<file path="config.mk">
export PLATFORM = sky130hd
export DESIGN_NAME = msrv32_dmem_bus_ctrl
export DESIGN_NICKNAME = d
export VERILOG_FILES = /design/src/rtl/msrv32_dmem_bus_ctrl.sv
export SDC_FILE = /design/constraint.sdc
export NUM_CORES = 1
export LEC_CHECK = 0
export CAP_MARGIN = 20
export CORE_AREA = 2 2 96 116
export CTS_CLUSTER_SIZE = 25
export DETAILED_ROUTE_END_ITERATION = 7
export DIE_AREA = 0 0 98 118
export HOLD_SLACK_MARGIN = 0.02
export PLACE_DENSITY = 0.9
export SYNTH_ARGS = -nofsm -noshare
export SYNTH_HDL_FRONTEND = slang
export SYNTH_SLANG_ARGS = --single-unit
</file>
<file path="constraint.sdc">
create_clock -name ms_riscv32_mp_clk_in -period 2.3 [get_ports ms_riscv32_mp_clk_in]
set_input_delay 0.575 -clock ms_riscv32_mp_clk_in [delete_from_list [all_inputs] [get_ports ms_riscv32_mp_clk_in]]
set_output_delay 0.575 -clock ms_riscv32_mp_clk_in [all_outputs]
set_load 0.01 [all_outputs]
</file>
<file path="src/rtl/msrv32_dmem_bus_ctrl.sv">
// ---------------------------------------------------------------------------
// msrv32_dmem_bus_ctrl
//
// Purpose:
//   Data-memory bus controller for the msrv32 core. Takes the decoder's
//   memory controls, builds the byte-lane store mask and lane-replicated
//   store data, and runs a req/ready handshake with the data memory. The
//   pipeline is stalled from acceptance until the bus completes. Load data is
//   aligned to bit 0 and sign- or zero-extended before write-back.
//
//   Transaction flow: IDLE -> REQ -> DONE -> IDLE. The request is accepted in
//   IDLE. REQ holds every dm_* output stable until dm_ready_in is seen.
//   DONE raises one completion pulse for one cycle.
//
// Configuration:
//   MSRV32_DMEM_TIMEOUT_EN - when defined, a REQ that waits TIMEOUT_CYCLES
//   cycles without dm_ready_in is abandoned. DONE then pulses bus_err_out
//   instead of the normal completion pulse. When undefined, REQ waits
//   forever and bus_err_out is tied low.
//
// Ports:
//   ms_riscv32_mp_clk_in  in   1   clock, rising edge
//   ms_riscv32_mp_rst_in  in   1   synchronous active-high reset
//   mem_wr_req_in         in   1   store request
//   mem_rd_req_in         in   1   load request
//   load_size_in          in   2   00 byte, 01 half, 1x word
//   load_unsigned_in      in   1   1 = zero-extend load
//   misaligned_in         in   1   misaligned access flag (blocks acceptance)
//   trap_taken_in         in   1   trap this cycle (blocks acceptance)
//   addr_in               in   32  effective address
//   store_data_in         in   32  store data (rs2)
//   dm_req_out            out  1   bus request
//   dm_we_out             out  1   1 = write
//   dm_addr_out           out  32  word-aligned address
//   dm_wdata_out          out  32  lane-replicated store data
//   dm_wmask_out          out  4   byte enables, 0000 on reads
//   dm_ready_in           in   1   memory accepts/completes the request
//   dm_rdata_in           in   32  read data, valid with dm_ready_in
//   load_data_out         out  32  aligned, extended load result (held)
//   load_valid_out        out  1   load completion pulse
//   store_done_out        out  1   store completion pulse
//   stall_out             out  1   hold the pipeline
//   bus_err_out           out  1   timeout pulse
// ---------------------------------------------------------------------------
module msrv32_dmem_bus_ctrl #(
    parameter int unsigned TIMEOUT_CYCLES = 255
) (
    input  logic        ms_riscv32_mp_clk_in,
    input  logic        ms_riscv32_mp_rst_in,
    input  logic        mem_wr_req_in,
    input  logic        mem_rd_req_in,
    input  logic [1:0]  load_size_in,
    input  logic        load_unsigned_in,
    input  logic        misaligned_in,
    input  logic        trap_taken_in,
    input  logic [31:0] addr_in,
    input  logic [31:0] store_data_in,
    output logic        dm_req_out,
    output logic        dm_we_out,
    output logic [31:0] dm_addr_out,
    output logic [31:0] dm_wdata_out,
    output logic [3:0]  dm_wmask_out,
    input  logic        dm_ready_in,
    input  logic [31:0] dm_rdata_in,
    output logic [31:0] load_data_out,
    output logic        load_valid_out,
    output logic        store_done_out,
    output logic        stall_out,
    output logic        bus_err_out
);

    typedef enum logic [1:0] {
        IDLE = 2'd0,
        REQ  = 2'd1,
        DONE = 2'd2
    } state_t;

    state_t      state_q, state_d;
    logic        we_q, we_d;
    logic [29:0] addrWord_q, addrWord_d;
    logic [1:0]  lane_q, lane_d;
    logic [1:0]  size_q, size_d;
    logic        unsigned_q, unsigned_d;
    logic [31:0] wdata_q, wdata_d;
    logic [3:0]  wmask_q, wmask_d;
    logic [31:0] loadData_q, loadData_d;

    logic        accept;
    logic        timeout;
    logic        errFlag;

    logic [3:0]  stMask;
    logic [31:0] stData;
    logic [7:0]  ldByte;
    logic [15:0] ldHalf;
    logic [31:0] ldExt;

    // Store lane steering, computed from the live decoder inputs so it can
    // be captured on the acceptance edge. Bytes and halves are replicated
    // across the word so the memory picks them up on whichever lanes the
    // mask enables. Size 11 is treated as a word.
    always_comb begin
        stMask = 4'b1111;
        stData = store_data_in;
        case (load_size_in)
            2'b00: begin
                stMask = 4'b0001 << addr_in[1:0];
                stData = {4{store_data_in[7:0]}};
            end
            2'b01: begin
                stMask = addr_in[1] ? 4'b1100 : 4'b0011;
                stData = {2{store_data_in[15:0]}};
            end
            default: begin
                stMask = 4'b1111;
                stData = store_data_in;
            end
        endcase
    end

    // Load alignment uses the lane and size captured at acceptance, because
    // the decoder inputs have moved on by the time read data returns.
    always_comb begin
        ldByte = dm_rdata_in[7:0];
        case (lane_q)
            2'd0:    ldByte = dm_rdata_in[7:0];
            2'd1:    ldByte = dm_rdata_in[15:8];
            2'd2:    ldByte = dm_rdata_in[23:16];
            default: ldByte = dm_rdata_in[31:24];
        endcase
        ldHalf = lane_q[1] ? dm_rdata_in[31:16] : dm_rdata_in[15:0];
        case (size_q)
            2'b00:   ldExt = {{24{~unsigned_q & ldByte[7]}}, ldByte};
            2'b01:   ldExt = {{16{~unsigned_q & ldHalf[15]}}, ldHalf};
            default: ldExt = dm_rdata_in;
        endcase
    end

    // Next-state logic for the transaction FSM and its captured request.
    // Everything captured at acceptance stays put through REQ, so the bus
    // sees stable signals however long the memory waits. A store beats a
    // load when both are requested together. A trap during REQ is
    // deliberately ignored, so a started transaction always finishes.
    always_comb begin
        state_d    = state_q;
        we_d       = we_q;
        addrWord_d = addrWord_q;
        lane_d     = lane_q;
        size_d     = size_q;
        unsigned_d = unsigned_q;
        wdata_d    = wdata_q;
        wmask_d    = wmask_q;
        loadData_d = loadData_q;
        accept     = 1'b0;

        case (state_q)
            IDLE: begin
                if ((mem_wr_req_in || mem_rd_req_in) && !misaligned_in && !trap_taken_in) begin
                    accept     = 1'b1;
                    state_d    = REQ;
                    we_d       = mem_wr_req_in;
                    addrWord_d = addr_in[31:2];
                    lane_d     = addr_in[1:0];
                    size_d     = load_size_in;
                    unsigned_d = load_unsigned_in;
                    wmask_d    = mem_wr_req_in ? stMask : 4'b0000;
                    wdata_d    = mem_wr_req_in ? stData : 32'd0;
                end
            end
            REQ: begin
                if (dm_ready_in) begin
                    state_d = DONE;
                    if (!we_q) begin
                        loadData_d = ldExt;
                    end
                end else if (timeout) begin
                    state_d = DONE;
                end
            end
            DONE: begin
                state_d = IDLE;
            end
            default: begin
                state_d = IDLE;
            end
        endcase
    end

    // State and capture registers. Reset abandons any transaction in flight
    // and clears every visible output, including the held load result.
    always_ff @(posedge ms_riscv32_mp_clk_in) begin
        if (ms_riscv32_mp_rst_in) begin
            state_q    <= IDLE;
            we_q       <= 1'b0;
            addrWord_q <= 30'd0;
            lane_q     <= 2'd0;
            size_q     <= 2'd0;
            unsigned_q <= 1'b0;
            wdata_q    <= 32'd0;
            wmask_q    <= 4'd0;
            loadData_q <= 32'd0;
        end else begin
            state_q    <= state_d;
            we_q       <= we_d;
            addrWord_q <= addrWord_d;
            lane_q     <= lane_d;
            size_q     <= size_d;
            unsigned_q <= unsigned_d;
            wdata_q    <= wdata_d;
            wmask_q    <= wmask_d;
            loadData_q <= loadData_d;
        end
    end

`ifdef MSRV32_DMEM_TIMEOUT_EN
    localparam int unsigned CNT_RAW      = $clog2(TIMEOUT_CYCLES + 1);
    localparam int unsigned CNT_W        = (CNT_RAW < 8) ? 8 : ((CNT_RAW > 32) ? 32 : CNT_RAW);
    localparam int unsigned TIMEOUT_LAST = (TIMEOUT_CYCLES == 0) ? 0 : (TIMEOUT_CYCLES - 1);

    logic [CNT_W-1:0] tmoCount_q, tmoCount_d;
    logic             busErr_q, busErr_d;

    // The counter holds the number of REQ cycles already spent. It expires
    // on the last permitted cycle if ready is still low. The error flag
    // stays set through DONE and is cleared by the next acceptance.
    assign timeout = (state_q == REQ) && !dm_ready_in
                     && (tmoCount_q == CNT_W'(TIMEOUT_LAST));

    always_comb begin
        tmoCount_d = tmoCount_q;
        busErr_d   = busErr_q;
        if (accept) begin
            tmoCount_d = '0;
            busErr_d   = 1'b0;
        end else if (state_q == REQ) begin
            tmoCount_d = tmoCount_q + CNT_W'(1);
        end
        if (timeout) begin
            busErr_d = 1'b1;
        end
    end

    // Timeout counter and error flag registers.
    always_ff @(posedge ms_riscv32_mp_clk_in) begin
        if (ms_riscv32_mp_rst_in) begin
            tmoCount_q <= '0;
            busErr_q   <= 1'b0;
        end else begin
            tmoCount_q <= tmoCount_d;
            busErr_q   <= busErr_d;
        end
    end

    assign errFlag = busErr_q;
`else
    logic unusedTimeoutCfg;

    assign timeout          = 1'b0;
    assign errFlag          = 1'b0;
    assign unusedTimeoutCfg = |TIMEOUT_CYCLES;
`endif

    // The bus sees the captured request directly. Stall covers the
    // acceptance cycle combinationally and every REQ cycle. It drops in
    // DONE, when the completion pulse is raised.
    assign dm_req_out     = (state_q == REQ);
    assign dm_we_out      = we_q;
    assign dm_addr_out    = {addrWord_q, 2'b00};
    assign dm_wdata_out   = wdata_q;
    assign dm_wmask_out   = wmask_q;
    assign load_data_out  = loadData_q;
    assign stall_out      = accept | (state_q == REQ);
    assign load_valid_out = (state_q == DONE) & ~we_q & ~errFlag;
    assign store_done_out = (state_q == DONE) &  we_q & ~errFlag;
    assign bus_err_out    = (state_q == DONE) &  errFlag;

endmodule

</file>
Word-level counts from Yosys, hierarchy flattened
Index checks and enable logic that the tools add are counted.
- equality and inequality tests: 8
- shift operators: 1
- muxes and demuxes: 13
- bitwise logic cells: 7
- reduce and logical (&&, ||, !) cells: 12
- operator list (cell ; number):
    32-bit case mux with 2 select lines ; 2
    32-bit two-way mux ; 1
    8-bit case mux with 3 select lines ; 1
    16-bit two-way mux ; 1
    2-bit by 1-bit == test with 1-bit output (second input constant) ; 4
    2-bit zero test ; 4
    4-bit two-way mux ; 2
    4-bit case mux with 2 select lines ; 1
    1-bit bitwise AND ; 4
    2-bit == test (second input constant) ; 2
    2-bit two-way mux ; 2
    2-bit case mux with 2 select lines ; 1
    2-bit AND reduction ; 2
    1-bit by 2-bit left shift with 4-bit output (first input constant) ; 1
    3-bit AND reduction ; 1
    1-bit logical AND ; 2
    1-bit zero test ; 2
    1-bit two-way mux ; 2
    2-bit by 1-bit != test with 1-bit output (second input constant) ; 1
    2-bit != test (second input constant) ; 1
    1-bit NOT ; 2
    1-bit logical OR ; 1
    1-bit bitwise OR ; 1
- register bits: 106
- input bits: 106
- logic and storage cells: 50

Depth between registers and ports, before layout
Gate-level depths: netlist of run 1.
- depth in word-level cells: 6
- gate-level depth with buffers: 6

Worst setup path before layout of run 1
No wires, ideal clock.
- kind: input to output
- start point: in misaligned_in
- end point: out stall_out
- data arrival time: 1.317 ns
- setup slack: 0.408 ns
- stages on the path: 4
- cell sequence: nor4_1 buf_2 o21ai_2 nand2b_1
- word-level cells in the longest chain between the ends: 6
- ends and longest elaborated chain (item ; RTL line ; text):
    from (decl) ; 54 ; input logic misaligned_in,
    1-bit zero test ; 158 ; if ((mem_wr_req_in || mem_rd_req_in) && !misaligned_in && !trap_taken_in) begin
    1-bit logical AND (2 in series) ; 158 ;
    1-bit two-way mux ; 158 ;
    1-bit two-way mux ; 156 ; case (state_q)
    1-bit bitwise OR ; 272 ; assign stall_out = accept | (state_q == REQ);
    to (decl) ; 68 ; output logic stall_out,
Every way passes these cells.

Worst setup path in the final report of run 1
- start point: in trap_taken_in
- end point: out stall_out
- word-level cells in the longest chain between the ends: 5
- ends and longest elaborated chain (item ; RTL line ; text):
    from (decl) ; 55 ; input logic trap_taken_in,
    1-bit zero test ; 158 ;
    1-bit logical AND ; 158 ;
    1-bit two-way mux ; 158 ;
    1-bit two-way mux ; 156 ;
    1-bit bitwise OR ; 272 ;
Every way passes these cells.

==> results of run 1 <==
-- cell usage after synthesis (all sizes together) --
cell type    n  area, µm²
a211oi      25      277.8
a21oi       66      337.8
a221oi       1      8.760
a22o         9      78.83
a22oi        8      60.06
and3b        1      8.760
buf         27      157.6
clkbuf      17      63.81
conb         1      3.750
dfxtp      106       2122
inv          3      11.26
mux2         8      90.09
mux2i       26      260.3
nand2      112      420.4
nand2b      10      62.56
nand3       16      80.08
nand3b       2      15.01
nor2        40      152.6
nor2b        3      18.77
nor3b        2      15.01
nor4         1      6.260
o21a         2      22.52
o21ai        1      8.760
o21ba        1      10.01
o21bai       1      7.510
o221ai       7      61.31
o22ai        7      43.79
o2bb2ai     20      175.2
o32a         1      10.01
or2          1      6.260
or3          2      12.51
-- registers in the layout, summed over array words and instances, names as in the netlist --
signal,count
size_q,2
dm_wmask_out,4
load_data_out,32
dm_wdata_out,32
lane_q,2
addrWord_q,30
dm_we_out,1
unsigned_q,1
state_q,2
-- power groups by stage --
stage                     clock, mW  combinational [mW]  sequential [mW]
final                          1.59               0.753             1.95
after global placement            0               0.728             1.99
after floorplan                   0               0.300             2.01
after global routing           1.70               0.802             1.96
after CTS                      1.63               0.752             1.95
after detailed placement          0               0.746             1.99
-- worst reg2reg max path: stages (launching register included) --
cell and delay (ps):
dfxtp_2 360, nor4_4 370, buf_4 170, buf_4 210, o21a_1 240, buf_12 210
nand2_1 90, a21oi_1 150
-- stage by stage --
step / cell area (µm²) / cells / setup slack (ps) / setup TNS (ps) / hold WS, ps
finish: 7137 / 856 / 65.52 / 0 / 453.8
global route: 7137 / 856 / 10.24 / 0 / 471.7
CTS: 7134 / 856 / 36.89 / 0 / 456.0
detailed placement: 6815 / 839 / -442.9 / -7241 / 445.2
global placement: 6815 / 839 / -408.9 / -3906 / 439.2
floorplan: 4617 / 529 / 408.3 / 0 / 463.4
-- layer usage --
metal / part of all wire (%) / GRT usage [%] / wire length, µm
met1: 37 / 28.25 / 5544
met2: 50 / 42.89 / 7367
met3: 8.4 / 6.176 / 1240
met4: 4.6 / 14.32 / 685
met5: 0 / 0 / 0
-- timing repair --
item / 4_1_cts / 5_1_grt
endpoints found under the setup margin: 1 / 2
pin swaps: 1 / 0
gates cloned: 0 / 0
resized for setup: 5 / 2
setup buffers: 1 / 0
-- logic make-up after synthesis --
kind of cell / synth area share (%)
flops: 46.04
compound gates: 23.91
buf+inv: 5.049
other cells: 0.08136
mux: 7.601
simple gates: 17.32
-- path summary, 6_finish.rpt --
check	cells after the start	to	slack, ps	from
setup / recovery	5	stall_out	70	trap_taken_in
hold / removal	2	addrWord_q[22]	450	addrWord_q[22]
setup reg to reg	7	addrWord_q[25]	420	state_q[1]
hold reg to reg	2	addrWord_q[22]	450	addrWord_q[22]
-- final cells by class --
class	count	share of cell area (%)
clock buffers	9	3.156
clock inverters	7	1.157
inverters	3	0.1578
multi-input cells	376	32.01
flip-flops and latches	106	29.77
well taps	129	2.262
repair buffers	226	31.49
==> summary.txt, run 1 <==
Status
  • Status: complete, no violations

Yosys
  • Yosys reg bits: 106
  • Post-Synthesis Cell Area: 0.004609 mm²
  • Yosys cell types: 39
  • Yosys warnings: 0
  • Synth Area per Inst: 8.747 µm²
  • Seq/Total Area, Yosys: 46.04%
  • Post-Synthesis Cells: 527

Critical path
  • Slowest CP cell: clkdlybuf4s50_1
  • Max stage delay on crit path: 440 ps
  • Data required, critical path: 1730 ps
  • CP cell instances: clkdlybuf4s50_1 > nor4_4 > o21ai_4 > nand2b_1 > buf_2
  • Arrival @ worst endpoint: 1660 ps
  • Startpoint Class: input port
  • Critical path class: input port to output pin
  • Crit path max-delay family: buffers and inverters
  • Crit-path max FO: 2
  • Crit path buffers/inverters: 2
  • CP Capture Type: output pin

Global route
  • Maximum number of pins on one net before global-route repair: 54
  • Initial antenna violation count: 0
  • Total grt overflow: 0
  • Tot GR Track Use: 25.12%
  • First-pass GRT wire length: 23390 µm
  • Vias in the first global route: 4709

Cells and area
  • Post-layout nets: 828
  • Fillers: 824
  • Area delta synth->final: 54.83%
  • Area of the multi-input gates: 0.002285 mm²
  • Commonest non-fill, non-tap cell in the layout: clkdlybuf4s50_1
  • Commonest non-fill, non-tap cells in the layout: clkdlybuf4s50_1, nand2_1, dfxtp_1
  • Antenna diode count: 0
  • Register Area: 0.002125 mm²
  • Share of post-route cells with drive strength above 1: 9.904%
  • Final Util: 68.53%

STA
  • Fmax: 447.5 MHz
  • RSZ-0062 raised after global routing: false
  • Crit share post-route: 97.15%
  • Slew Viols, Final: 0
  • Final setup violation count: 0
  • Clock Skews: 5.677 ps
  • Slew @ Worst Pin: 748.3 ps
  • Max_slew headroom: 50.01%
  • Min cycle time layout: 2234 ps
  • Hold Fails Final Rpt: 0

Hold path
  • Min-delay worst type: flip-flop to flip-flop

Place
  • Post-DP HPWL: 11160 µm
  • IO Port Bufs: 208
  • Gpl congestion: 0.9362

Route
  • DR DRC count: 0
  • Via count: 4724
  • Via-to-Cell Ratio: 5.519
  • Initial DRC count: 219
  • Final Routed Wirelength: 14840 µm
  • DR pass1 iterations: 5
  • Routed Antenna Nets: 0
  • Mean routed wirelength per cell: 17.33 µm

Floorplan
  • DIE AREA: 0.01156 mm²
  • Site Rows: 41
  • Die Y: 118 µm
  • Die W: 98 µm
  • Starting Density: 44.26%
  • Io pins: 212
  • Core Region: 0.01041 mm²

Clock tree
  • Num CTS Buffers: 9
  • CTS HTree Levels: 3
  • CTS Root Cell: clkbuf_16
  • CTS Buffer Depth: 2
  • Clock Sinks: 106
  • Post-CTS Hold Buffers: 0
  • Clk slew on worst S/H paths: 70 ps
  • Clock Latency Late Sink: 340 ps
  • CTS tree: yes

Pwr
  • LEAKAGE: 2.452 nW
  • Comb power frac: 17.5%
  • NetSw: 1.116 mW
  • Flop pwr share: 45.4%
  • Clk pwr share: 37.1%
  • Pwr Total: 4.297 mW
  • P per Cell Area: 602.1 mW/mm²
  • Peak supply drop: 0.4448 mV
  • P_int: 3.181 mW
  • Sw Share: 25.96%

Job
  • Max-capacitance violation count: 0
No activity file was read; power rests on OpenSTA's default activity.
==> inputs of run 2 (changes only) <==
Settings changed: CAP_MARGIN 20 to 15.
==> results of run 2 <==
Same layout as run 1: the final DEF is identical, and so are final timing and power.
==> inputs of run 3 (changes only) <==
Settings changed: SETUP_SLACK_MARGIN set to 0.3.
==> run 3 against run 2 <==
Against the previous run:
- clock-buffer cell count is the same
- setup slack gained 270 ps
- register-to-register slack improved by 60 ps
- via count down 0.38%
- hold slack about the same
- flip-flop and latch count is the same
- final cell count stayed put
- sequential share of layout area hardly changed
- routed wire length rose by 0.47%
- sequential power hardly changed
==> summary.txt, run 3 (same netlist as run 1, synthesis figures left out) <==
Critical path
  • Worst setup path start: state_q[1]
  • Arrival @ worst endpoint: 1390 ps (-270 ps)
  • R2R Path Start: state_q[1]
  • CP cell instances: nor4_4 > o21ai_4 > nand2b_1 > buf_6
  • Slowest CP cell: dfxtp_4
  • Cell count of the worst reg-to-reg path: 7 (unchanged)
  • Data required, critical path: 1730 ps (about the same)
  • CP Capture Type: output pin
  • Crit-path max FO: 5 (+3)
  • Critical path class: flip-flop to output pin
  • Internal reg-to-reg setup slack: 480 ps (+60 ps)
  • Worst r2r dst: addrWord_q[25]
  • Critical Path End: stall_out
  • Max stage delay on crit path: 370 ps (-70 ps)
  • Startpoint Class: flip-flop

Place
  • Dpl cell area: 0.006815 mm² (unchanged)
  • Gpl congestion: 0.9362 (unchanged)
  • Place WS: -442.9 ps (unchanged)
  • Post-DP HPWL: 11160 µm (unchanged)
  • Placed instance count: 839 (unchanged)
  • IO Port Bufs: 208 (unchanged)

Clock tree
  • CTS Buffer Depth: 2 (unchanged)
  • Post-CTS Hold Buffers: 0 (unchanged)
  • CTS tree: yes
  • CTS HTree Levels: 3 (unchanged)
  • CTS Root Cell: clkbuf_16
  • Num CTS Buffers: 9 (unchanged)
  • Clock Latency Late Sink: 340 ps (about the same)
  • Clk slew on worst S/H paths: 70 ps (about the same)
  • Clock Sinks: 106 (unchanged)

STA
  • Clock Skews: 5.223 ps (-0.4542 ps)
  • Worst hold slack: 453.7 ps (-0.009000 ps)
  • Crit share post-route: 85.53% (-12 points)
  • RSZ-0062 raised after global routing: true
  • Fmax: 508.3 MHz (+14%)
  • Slew Viols, Final: 0 (unchanged)
  • Worst Setup Slack, final: 332.7 ps (+267.2 ps)
  • Hold Fails Final Rpt: 0 (unchanged)
  • Max_slew headroom: 50.03% (about the same)
  • Min cycle time layout: 1967 ps (-267.2 ps)
  • Setup TNS: 0 ps (unchanged)
  • Slew @ Worst Pin: 747.9 ps (-0.3778 ps)
  • Final setup violation count: 0 (unchanged)

Pwr
  • P per Cell Area: 601.0 mW/mm² (-0.18%)
  • LEAKAGE: 2.498 nW (+1.9%)
  • Peak supply drop: 0.4501 mV (+1.2%)

Global route
  • Initial antenna violation count: 0 (unchanged)
  • Maximum number of pins on one net before global-route repair: 54 (unchanged)
  • Tot GR Track Use: 25.11% (about the same)
  • Vias in the first global route: 4706 (-0.064%)
  • Total grt overflow: 0 (unchanged)
  • First-pass GRT wire length: 23380 µm (about the same)

Route
  • Routed Antenna Nets: 0 (unchanged)
  • Mean routed wirelength per cell: 17.42 µm (+0.47%)
  • Final Routed Wirelength: 14910 µm (+0.47%)
  • Via-to-Cell Ratio: 5.498 (-0.38%)
  • DR DRC count: 0 (unchanged)
  • DR pass1 iterations: 4 (-1)
  • Via count: 4706 (-0.38%)
  • Initial DRC count: 231 (+5.5%)

Cells and area
  • Non-Filler Instances: 856 (unchanged)
  • Antenna diode count: 0 (unchanged)
  • Cell area after layout: 0.007157 mm² (+0.28%)
  • Fillers: 818 (-0.73%)
  • Commonest non-fill, non-tap cell in the layout: clkdlybuf4s50_1
  • Share of post-route cells with drive strength above 1: 10.18% (+0.28 points)
  • Area delta synth->final: 55.27%
  • Commonest non-fill, non-tap cells in the layout: clkdlybuf4s50_1, nand2_1, dfxtp_1
  • Post-layout nets: 828 (unchanged)

Job
  • Max-capacitance violation count: 0 (unchanged)

Floorplan
  • DIE AREA: 0.01156 mm² (unchanged)
  • Site Rows: 41 (unchanged)
  • Starting Density: 44.26% (unchanged)
  • Die W: 98 µm (unchanged)
  • Die Y: 118 µm (unchanged)
  • Io pins: 212 (unchanged)
  • Core Region: 0.01041 mm² (unchanged)

Status
  • Status: complete, no violations

Hold path
  • Min-delay worst type: flip-flop to flip-flop
run 3: cell type report:
type	count	area [µm²]	share of cell area, %
clock buffers	9	225.2	3.147
clock inverters	7	82.58	1.154
inverters	3	11.26	0.1573
multi-input cells	376	2292	32.03
flip-flops and latches	106	2128	29.74
well taps	129	161.4	2.255
repair buffers	226	2256	31.52
run 3: timing repair:
action,in CTS,in global routing
endpoints found under the setup margin,59,56
setup buffers,1,0
gates resized for setup,14,5
pin swaps,1,1
gates cloned,0,0
run 3: critical path, delay by kind of cell (launching register included):
family | cells | cell delay (ps)
simple gates | 2 | 460
flops | 1 | 370
compound gates | 1 | 110
buf+inv | 1 | 110
run 3: power by group:
part	internal [mW]	leakage [nW]	total (mW)	switching, mW
logic	0.411	1.49	0.756	0.344
clock network	0.867	0.150	1.59	0.728
registers	1.90	0.863	1.95	0.0470
run 3: per-layer routing:
layer,GRT usage (%),vias to the layer above,part of all wire (%)
met5,0,-,0
met4,14.32,0,4.2
met3,6.176,45,7.3
met2,42.85,205,50
met1,28.25,2216,38
li1,-,2240,-
run 3: worst min path at each step:
stage          slack (ps)                to              from  cells past startpoint
2_1_floorplan         460        unsigned_q        unsigned_q                      2
3_3_place_gp          440  dm_wdata_out[16]  dm_wdata_out[16]                      2
3_5_place_dp          450   dm_wdata_out[7]   dm_wdata_out[7]                      2
4_1_cts               460   dm_wdata_out[7]   dm_wdata_out[7]                      2
5_1_grt               470   dm_wdata_out[7]   dm_wdata_out[7]                      2
6_report              450    addrWord_q[22]    addrWord_q[22]                      2
run 3: per-stage QoR:
stage / utilization [%] / total power, mW
floorplan: - / 2.313
global placement: 65.45 / 2.716
detailed placement: 65.45 / 2.739
CTS: 68.59 / 4.332
global route: 68.73 / 4.462
finish: 68.73 / 4.301
